--- src/rtl/rsa_pkg.sv ---
// Shared types for the RSA datapath: exponentiation FSM states
// and the default operand width.
package rsa_pkg;

  localparam int RSA_WIDTH = 128;

  typedef enum logic [2:0] {
    IDLE   = 3'd0,
    REDUCE = 3'd1,
    CHECK  = 3'd2,
    MUL    = 3'd3,
    SQR    = 3'd4,
    SHIFT  = 3'd5,
    FINISH = 3'd6
  } exp_state_t;

endpackage

--- src/rtl/mod_mult.sv ---
// Interleaved shift-add modular multiplier: product = a*b mod n.
// Walks a MSB-first; b must already be below n, a may be any value.
module mod_mult #(
  parameter int WIDTH = 128
) (
  input  logic             clk,
  input  logic             reset,
  input  logic             start,
  input  logic [WIDTH-1:0] a,
  input  logic [WIDTH-1:0] b,
  input  logic [WIDTH-1:0] n,
  output logic [WIDTH-1:0] product,
  output logic             done
);

  localparam int CW = $clog2(WIDTH + 1);

  logic [WIDTH-1:0] a_q, a_d;
  logic [WIDTH-1:0] b_q, b_d;
  logic [WIDTH-1:0] n_q, n_d;
  logic [WIDTH-1:0] p_q, p_d;
  logic [CW-1:0]    cnt_q, cnt_d;
  logic             run_q, run_d;
  logic             done_q, done_d;

  logic [WIDTH+1:0] t, n1, n2;
  logic [WIDTH-1:0] sub;

  always_comb begin
    n1 = {2'b00, n_q};
    n2 = {1'b0, n_q, 1'b0};
    t  = {1'b0, p_q, 1'b0}
       + (a_q[WIDTH-1] ? {2'b00, b_q} : '0);
    // t < 3n, so at most one of n or 2n brings it below n
    if (t >= n2)      sub = n2[WIDTH-1:0];
    else if (t >= n1) sub = n_q;
    else              sub = '0;

    a_d    = a_q;
    b_d    = b_q;
    n_d    = n_q;
    p_d    = p_q;
    cnt_d  = cnt_q;
    run_d  = run_q;
    done_d = 1'b0;
    if (start && !run_q) begin
      a_d   = a;
      b_d   = b;
      n_d   = n;
      p_d   = '0;
      cnt_d = CW'(WIDTH);
      run_d = 1'b1;
    end else if (run_q) begin
      p_d   = t[WIDTH-1:0] - sub;
      a_d   = a_q << 1;
      cnt_d = cnt_q - CW'(1);
      if (cnt_q == CW'(1)) begin
        run_d  = 1'b0;
        done_d = 1'b1;
      end
    end
  end

  always_ff @(posedge clk or posedge reset) begin
    if (reset) begin
      a_q    <= '0;
      b_q    <= '0;
      n_q    <= '0;
      p_q    <= '0;
      cnt_q  <= '0;
      run_q  <= 1'b0;
      done_q <= 1'b0;
    end else begin
      a_q    <= a_d;
      b_q    <= b_d;
      n_q    <= n_d;
      p_q    <= p_d;
      cnt_q  <= cnt_d;
      run_q  <= run_d;
      done_q <= done_d;
    end
  end

  assign product = p_q;
  assign done    = done_q;

endmodule

--- src/rtl/mod_exp_engine.sv ---
// Modular exponentiation m^e mod n, right-to-left square-and-multiply
// over one time-multiplexed mod_mult.
module mod_exp_engine
  import rsa_pkg::*;
#(
  parameter int WIDTH     = RSA_WIDTH,
  parameter int EXP_WIDTH = WIDTH
) (
  input  logic                 clk,
  input  logic                 reset,
  input  logic                 start,
  input  logic [WIDTH-1:0]     m,
  input  logic [EXP_WIDTH-1:0] e,
  input  logic [WIDTH-1:0]     n,
  output logic                 busy,
  output logic                 done,
  output logic                 err,
  output logic [WIDTH-1:0]     result
);

  exp_state_t           state_q, state_d;
  logic [WIDTH-1:0]     n_q, n_d;
  logic [EXP_WIDTH-1:0] exp_q, exp_d;
  logic [WIDTH-1:0]     acc_q, acc_d;
  logic [WIDTH-1:0]     base_q, base_d;
  logic [WIDTH-1:0]     result_q, result_d;
  logic                 busy_q, busy_d;
  logic                 done_q, done_d;
  logic                 err_q, err_d;
  logic                 mm_start_q, mm_start_d;

  logic [WIDTH-1:0] mm_a, mm_b, mm_p;
  logic             mm_done;
  logic             mm_start;

  assign mm_start = mm_start_q;

  always_comb begin
    unique case (state_q)
      REDUCE:  begin mm_a = base_q; mm_b = WIDTH'(1); end
      MUL:     begin mm_a = acc_q;  mm_b = base_q;    end
      default: begin mm_a = base_q; mm_b = base_q;    end
    endcase
  end

  always_comb begin
    state_d  = state_q;
    n_d      = n_q;
    exp_d    = exp_q;
    acc_d    = acc_q;
    base_d   = base_q;
    result_d = result_q;
    busy_d   = busy_q;
    err_d    = err_q;
    unique case (state_q)
      IDLE: begin
        if (start && !busy_q) begin
          n_d      = n;
          exp_d    = e;
          acc_d    = WIDTH'(1);
          base_d   = m;
          busy_d   = 1'b1;
          result_d = '0;
          err_d    = (n == '0);
          if (n <= WIDTH'(1)) state_d = FINISH;
          else                state_d = REDUCE;
        end
      end
      REDUCE: begin
        if (mm_done) begin
          base_d  = mm_p;
          state_d = CHECK;
        end
      end
      CHECK: begin
        if (exp_q == '0) begin
          result_d = acc_q;
          state_d  = FINISH;
        end else if (exp_q[0]) begin
          state_d = MUL;
        end else begin
          state_d = SQR;
        end
      end
      MUL: begin
        if (mm_done) begin
          acc_d = mm_p;
          // last set bit: the trailing square would be wasted
          if (exp_q[EXP_WIDTH-1:1] == '0) state_d = SHIFT;
          else                           state_d = SQR;
        end
      end
      SQR: begin
        if (mm_done) begin
          base_d  = mm_p;
          state_d = SHIFT;
        end
      end
      SHIFT: begin
        exp_d   = exp_q >> 1;
        state_d = CHECK;
      end
      FINISH: begin
        busy_d  = 1'b0;
        state_d = IDLE;
      end
      default: state_d = IDLE;
    endcase
    done_d     = (state_d == FINISH);
    mm_start_d = (state_d != state_q) &&
                 ((state_d == REDUCE) ||
                  (state_d == MUL) ||
                  (state_d == SQR));
  end

  always_ff @(posedge clk or posedge reset) begin
    if (reset) begin
      state_q    <= IDLE;
      n_q        <= '0;
      exp_q      <= '0;
      acc_q      <= '0;
      base_q     <= '0;
      result_q   <= '0;
      busy_q     <= 1'b0;
      done_q     <= 1'b0;
      err_q      <= 1'b0;
      mm_start_q <= 1'b0;
    end else begin
      state_q    <= state_d;
      n_q        <= n_d;
      exp_q      <= exp_d;
      acc_q      <= acc_d;
      base_q     <= base_d;
      result_q   <= result_d;
      busy_q     <= busy_d;
      done_q     <= done_d;
      err_q      <= err_d;
      mm_start_q <= mm_start_d;
    end
  end

  mod_mult #(.WIDTH(WIDTH)) u_mm (
    .clk     (clk),
    .reset   (reset),
    .start   (mm_start_q),
    .a       (mm_a),
    .b       (mm_b),
    .n       (n_q),
    .product (mm_p),
    .done    (mm_done)
  );

  assign busy   = busy_q;
  assign done   = done_q;
  assign err    = err_q;
  assign result = result_q;

endmodule
--- config.mk ---
export PLATFORM = sky130hd
export DESIGN_NAME = mod_exp_engine
export DESIGN_NICKNAME = d
export VERILOG_FILES = /design/src/rtl/rsa_pkg.sv /design/src/rtl/mod_mult.sv /design/src/rtl/mod_exp_engine.sv
export SDC_FILE = /design/constraint.sdc
export NUM_CORES = 2
export LEC_CHECK = 0
export ABC_AREA = 1
export BUFFER_PORTS_ARGS = -buffer_cell sky130_fd_sc_hd__buf_4
export CAP_MARGIN = 20
export CORE_MARGIN = 4
export CORE_UTILIZATION = 33
export CTS_BUF_LIST = sky130_fd_sc_hd__clkbuf_8
export DETAILED_ROUTE_END_ITERATION = 16
export PLACE_DENSITY_LB_ADDON = 0.3
export RECOVER_POWER = 25
export SETUP_SLACK_MARGIN = 0.02
export SKIP_LAST_GASP = 1
export SYNTH_ARGS = -nofsm -noshare
export SYNTH_HDL_FRONTEND = slang
export SYNTH_SLANG_ARGS = --single-unit
--- constraint.sdc ---
create_clock -name clk -period 35.6 [get_ports clk]
set_input_delay 1.78 -clock clk [delete_from_list [all_inputs] [get_ports clk]]
set_output_delay 1.78 -clock clk [all_outputs]
set_load 0.05 [all_outputs]
==> out/qor.yml <==
power:
  irDropWorstVdd_mv: 0.03187
  p_leak_nw: 43.76
  p_per_area_mw_per_mm2: 31.69
clock_network:
  post_cts_buffers: 0
  cts_hold_buf: 0
  cts.path.max_buffers: 3
  h-tree-depth: 4
  cts_buffers: 210
  cts_tree: "yes"
  clk_latency_ns: 1.01
  ctsResizeCount: 0
  clock-sinks: 1169
  cts_root_buffer: "clkbuf_8"
  clkTransAtPathRegs_ns: 0.06
critical_path:
  critPathLaunchType: "register"
  arrival_ns: 13.91
  worst_path_max_delay_cell: "dfrtp_4"
  rrSetupSlack_ns: 22.53
  r2r_cells: 52
  worst_path_most_repeated_cell: "nand2_1"
  crit_type: "register to register"
  worstPathRequired_ns: 36.44
  cp-end-kind: "register"
  worstReg2RegStart: "u_mm.a_q[127]"
  reg2reg_to: "u_mm.product[104]"
  crit_fanout: 66
  max_stage_delay_ns: 0.89
sta:
  fin_crit_ns: 13.07
  max_slew_margin_pct: -409.9
  setup_viol: 0
  period_share_pct: 36.71
  tightestPinTransition_ns: 7.649
  final_max_slew_viol_count: 1083
  grt_setup_unrepaired: "no"
  hold_viol: 0
  setup_tns_ns: 0
  fin_skew_ns: 0.08210
  fmaxAchievable_ghz: 0.07652
placed_design:
  io_buffers: 517
  post-dp-hpwl_um: 256800
  place_congestion: 0.9966
min_path:
  hold_path.class: "register to register"
  hold-path-cell-count: 2
  hp-start: "n_q[118]"
  min_to: "u_mm.n_q[118]"
floorplanning:
  dieArea_mm2: 0.2352
  fp.dieW_um: 485.0
  ios: 518
  row_count: 174
  coreArea_mm2: 0.2255
  start_util_pct: 33.28
  die_h_um: 485.0
synth:
  syn-num-nets: 10940
  ys_warn_count: 0
  synth_top_cell_area_share_pct: 38.97
  avgSynthCellArea_um2: 7.480
  ys_seq_elements: 1169
  syn-instance-count: 10040
  synthTopCellsByArea: "dfrtp_1 (39%), nand2_1 (10%), ha_1 (8.6%), o21ai_0 (7.3%), inv_1 (7.2%)"
  synth_area_leader_cell: "dfrtp_1"
  synth_common_cells: "nand2_1 (2,091), inv_1 (1,438), dfrtp_1 (1,169)"
  syn-cell-area_mm2: 0.07507
  ys.flop_type: "dfrtp_1"
  async_reset_ff_share_pct: 100.0
  synth-seq-area-share_pct: 38.97
  synth_cell_type_count: 68
  synth_enable_flop_cells: 0
  yosysMostFrequentCell: "nand2_1"
layout:
  fin_nets: 11330
  final_util_pct: 38.17
  drive_gt1_share_pct: 10.18
  area_delta_synth_final_pct: 14.69
  nFillCells: 23910
route:
  drc_errors: 0
  routedWlPerCell_um: 23.78
  drt_iter0_markers: 7548
  postRouteAntennaNets: 0
  vias: 72780
  dr.pass1.iters: 6
  post_drt_via_cell_ratio: 5.349
  drt_wl_total_um: 323600
global_route:
  grt_pass1_wl_um: 470600
  grt_usage_pct: 26.60
  grt_max_degree: 219
  antenna_found_initial: 49
  grt_pass1_vias: 70020
  grt_overflow: 0
job:
  cap_violations: 13
run_status:
  status: "finished, violations left"
  violations: "capacitance limit, slew limit"
-- cell type report --
cell class                 instances  area [µm²]  area share (%)
multi-input combinational       6996       38690           44.94
inverter                        1450        5461           6.343
antenna                           24       60.06         0.06976
clock inverter                   121       849.6          0.9868
tap                             2992        3744           4.348
sequential                      1169       29260           33.98
timing repair buffer             598        4513           5.242
clock buffer                     256        3523           4.092
-- state kept, by name, indices dropped and copies added (netlist names) --
register / flops
base_q: 128
u_mm.cnt_q: 8
state_q: 3
u_mm.run_q: 1
busy: 1
exp_q: 128
u_mm.product: 128
done: 1
u_mm.n_q: 128
result: 128
u_mm.a_q: 128
err: 1
n_q: 128
mm_start: 1
u_mm.b_q: 128
acc_q: 128
u_mm.done: 1
-- placed cells by master, fill, tap and decap left out, types with 6 or more instances in the layout --
cell	count
a211oi_1	9
a21boi_0	9
a21o_1	42
a21oi_1	730
a21oi_2	11
a22oi_1	69
a31oi_1	69
and2_1	8
and3_1	10
buf_4	585
clkbuf_1	7
clkbuf_8	256
clkinv_2	30
clkinvlp_2	8
clkinvlp_4	6
dfrtp_1	1168
diode_2	24
ha_1	513
inv_1	1500
inv_2	6
nand2_1	2090
nand2_2	9
nand3_1	286
nand4_1	71
nor2_1	780
nor3_1	38
nor4_1	63
o211ai_1	279
o21a_1	19
o21ai_0	1094
o21ai_1	100
o21ai_2	100
o21bai_1	21
o221ai_1	49
o22ai_1	182
o31ai_1	141
or2_2	6
xnor2_1	50
xor2_1	83
-- per-stage QoR --
stage	power, W	instance area [µm²]	hold slack (ns)	std cells	worst slack, ns
6_report	0.002729	86100	0.4422	13610	22.53
5_1_grt	0.002832	86040	0.4854	13590	20.97
4_1_cts	0.002767	86140	0.4467	13580	22.64
3_5_place_dp	0.001429	81770	0.4490	13210	22.67
3_3_place_gp	0.001429	81770	0.4557	13210	22.69
2_1_floorplan	0.001376	75070	0.4319	10040	0.8924
-- worst max-delay path, delay by kind of cell (launching register included) --
family                   cells  cell delay (ns)
adder cells (fa/ha/maj)      4             1.38
XOR/XNOR                     1             0.64
buffers and inverters        6             2.07
flip-flops                   1             0.89
AND/OR/NAND/NOR             27             5.10
AO/OA/AOI/OAI               14             2.64
-- how the worst max path moves through the flow --
stage / end / depth (start not counted) / startpoint / slack, ns
final: u_mm.product[104] / 52 / u_mm.a_q[127] / 22.53
after global routing: acc_q[105] / 6 / reset / 20.97
after CTS: u_mm.product[104] / 47 / u_mm.a_q[127] / 22.64
after detailed placement: u_mm.product[104] / 47 / u_mm.a_q[127] / 22.67
after global placement: u_mm.product[104] / 47 / u_mm.a_q[127] / 22.69
after floorplan: acc_q[0] / 1 / reset / 0.89
-- per-layer routing --
metal  vias to the layer above  global-route usage (%)  share of wire (%)  routed length [µm]
met4                        42                   5.816                2.0                6452
li1                      34510                       -                  -                   -
met1                     35090                   42.26                 50              163200
met3                       342                   5.441                8.4               27070
met2                      2802                   36.27                 39              126600
met5                         -                       0              0.092                 299
-- kinds of logic (layout without fill, tap and decap cells) --
logic type / after synthesis / after routing / synth area share, %
flops: 1169 / 1169 / 38.97
simple gates: 3390 / 3390 / 18.20
compound gates: 2957 / 2957 / 23.09
fa+ha+maj: 515 / 515 / 8.604
mux: 1 / 1 / 0.01333
xor+xnor: 133 / 133 / 1.552
other cells: 0 / 24 / 0
buf+inv: 1871 / 2425 / 9.565
-- power breakdown --
group | switching (W) | internal [W]
Clock | 0.000630 | 0.000696
Sequential | 0 | 0.00133
Combinational | 0.0000448 | 0.0000287
Total | 0.000675 | 0.00205
Note: power is estimated with default switching activity, not from simulation.
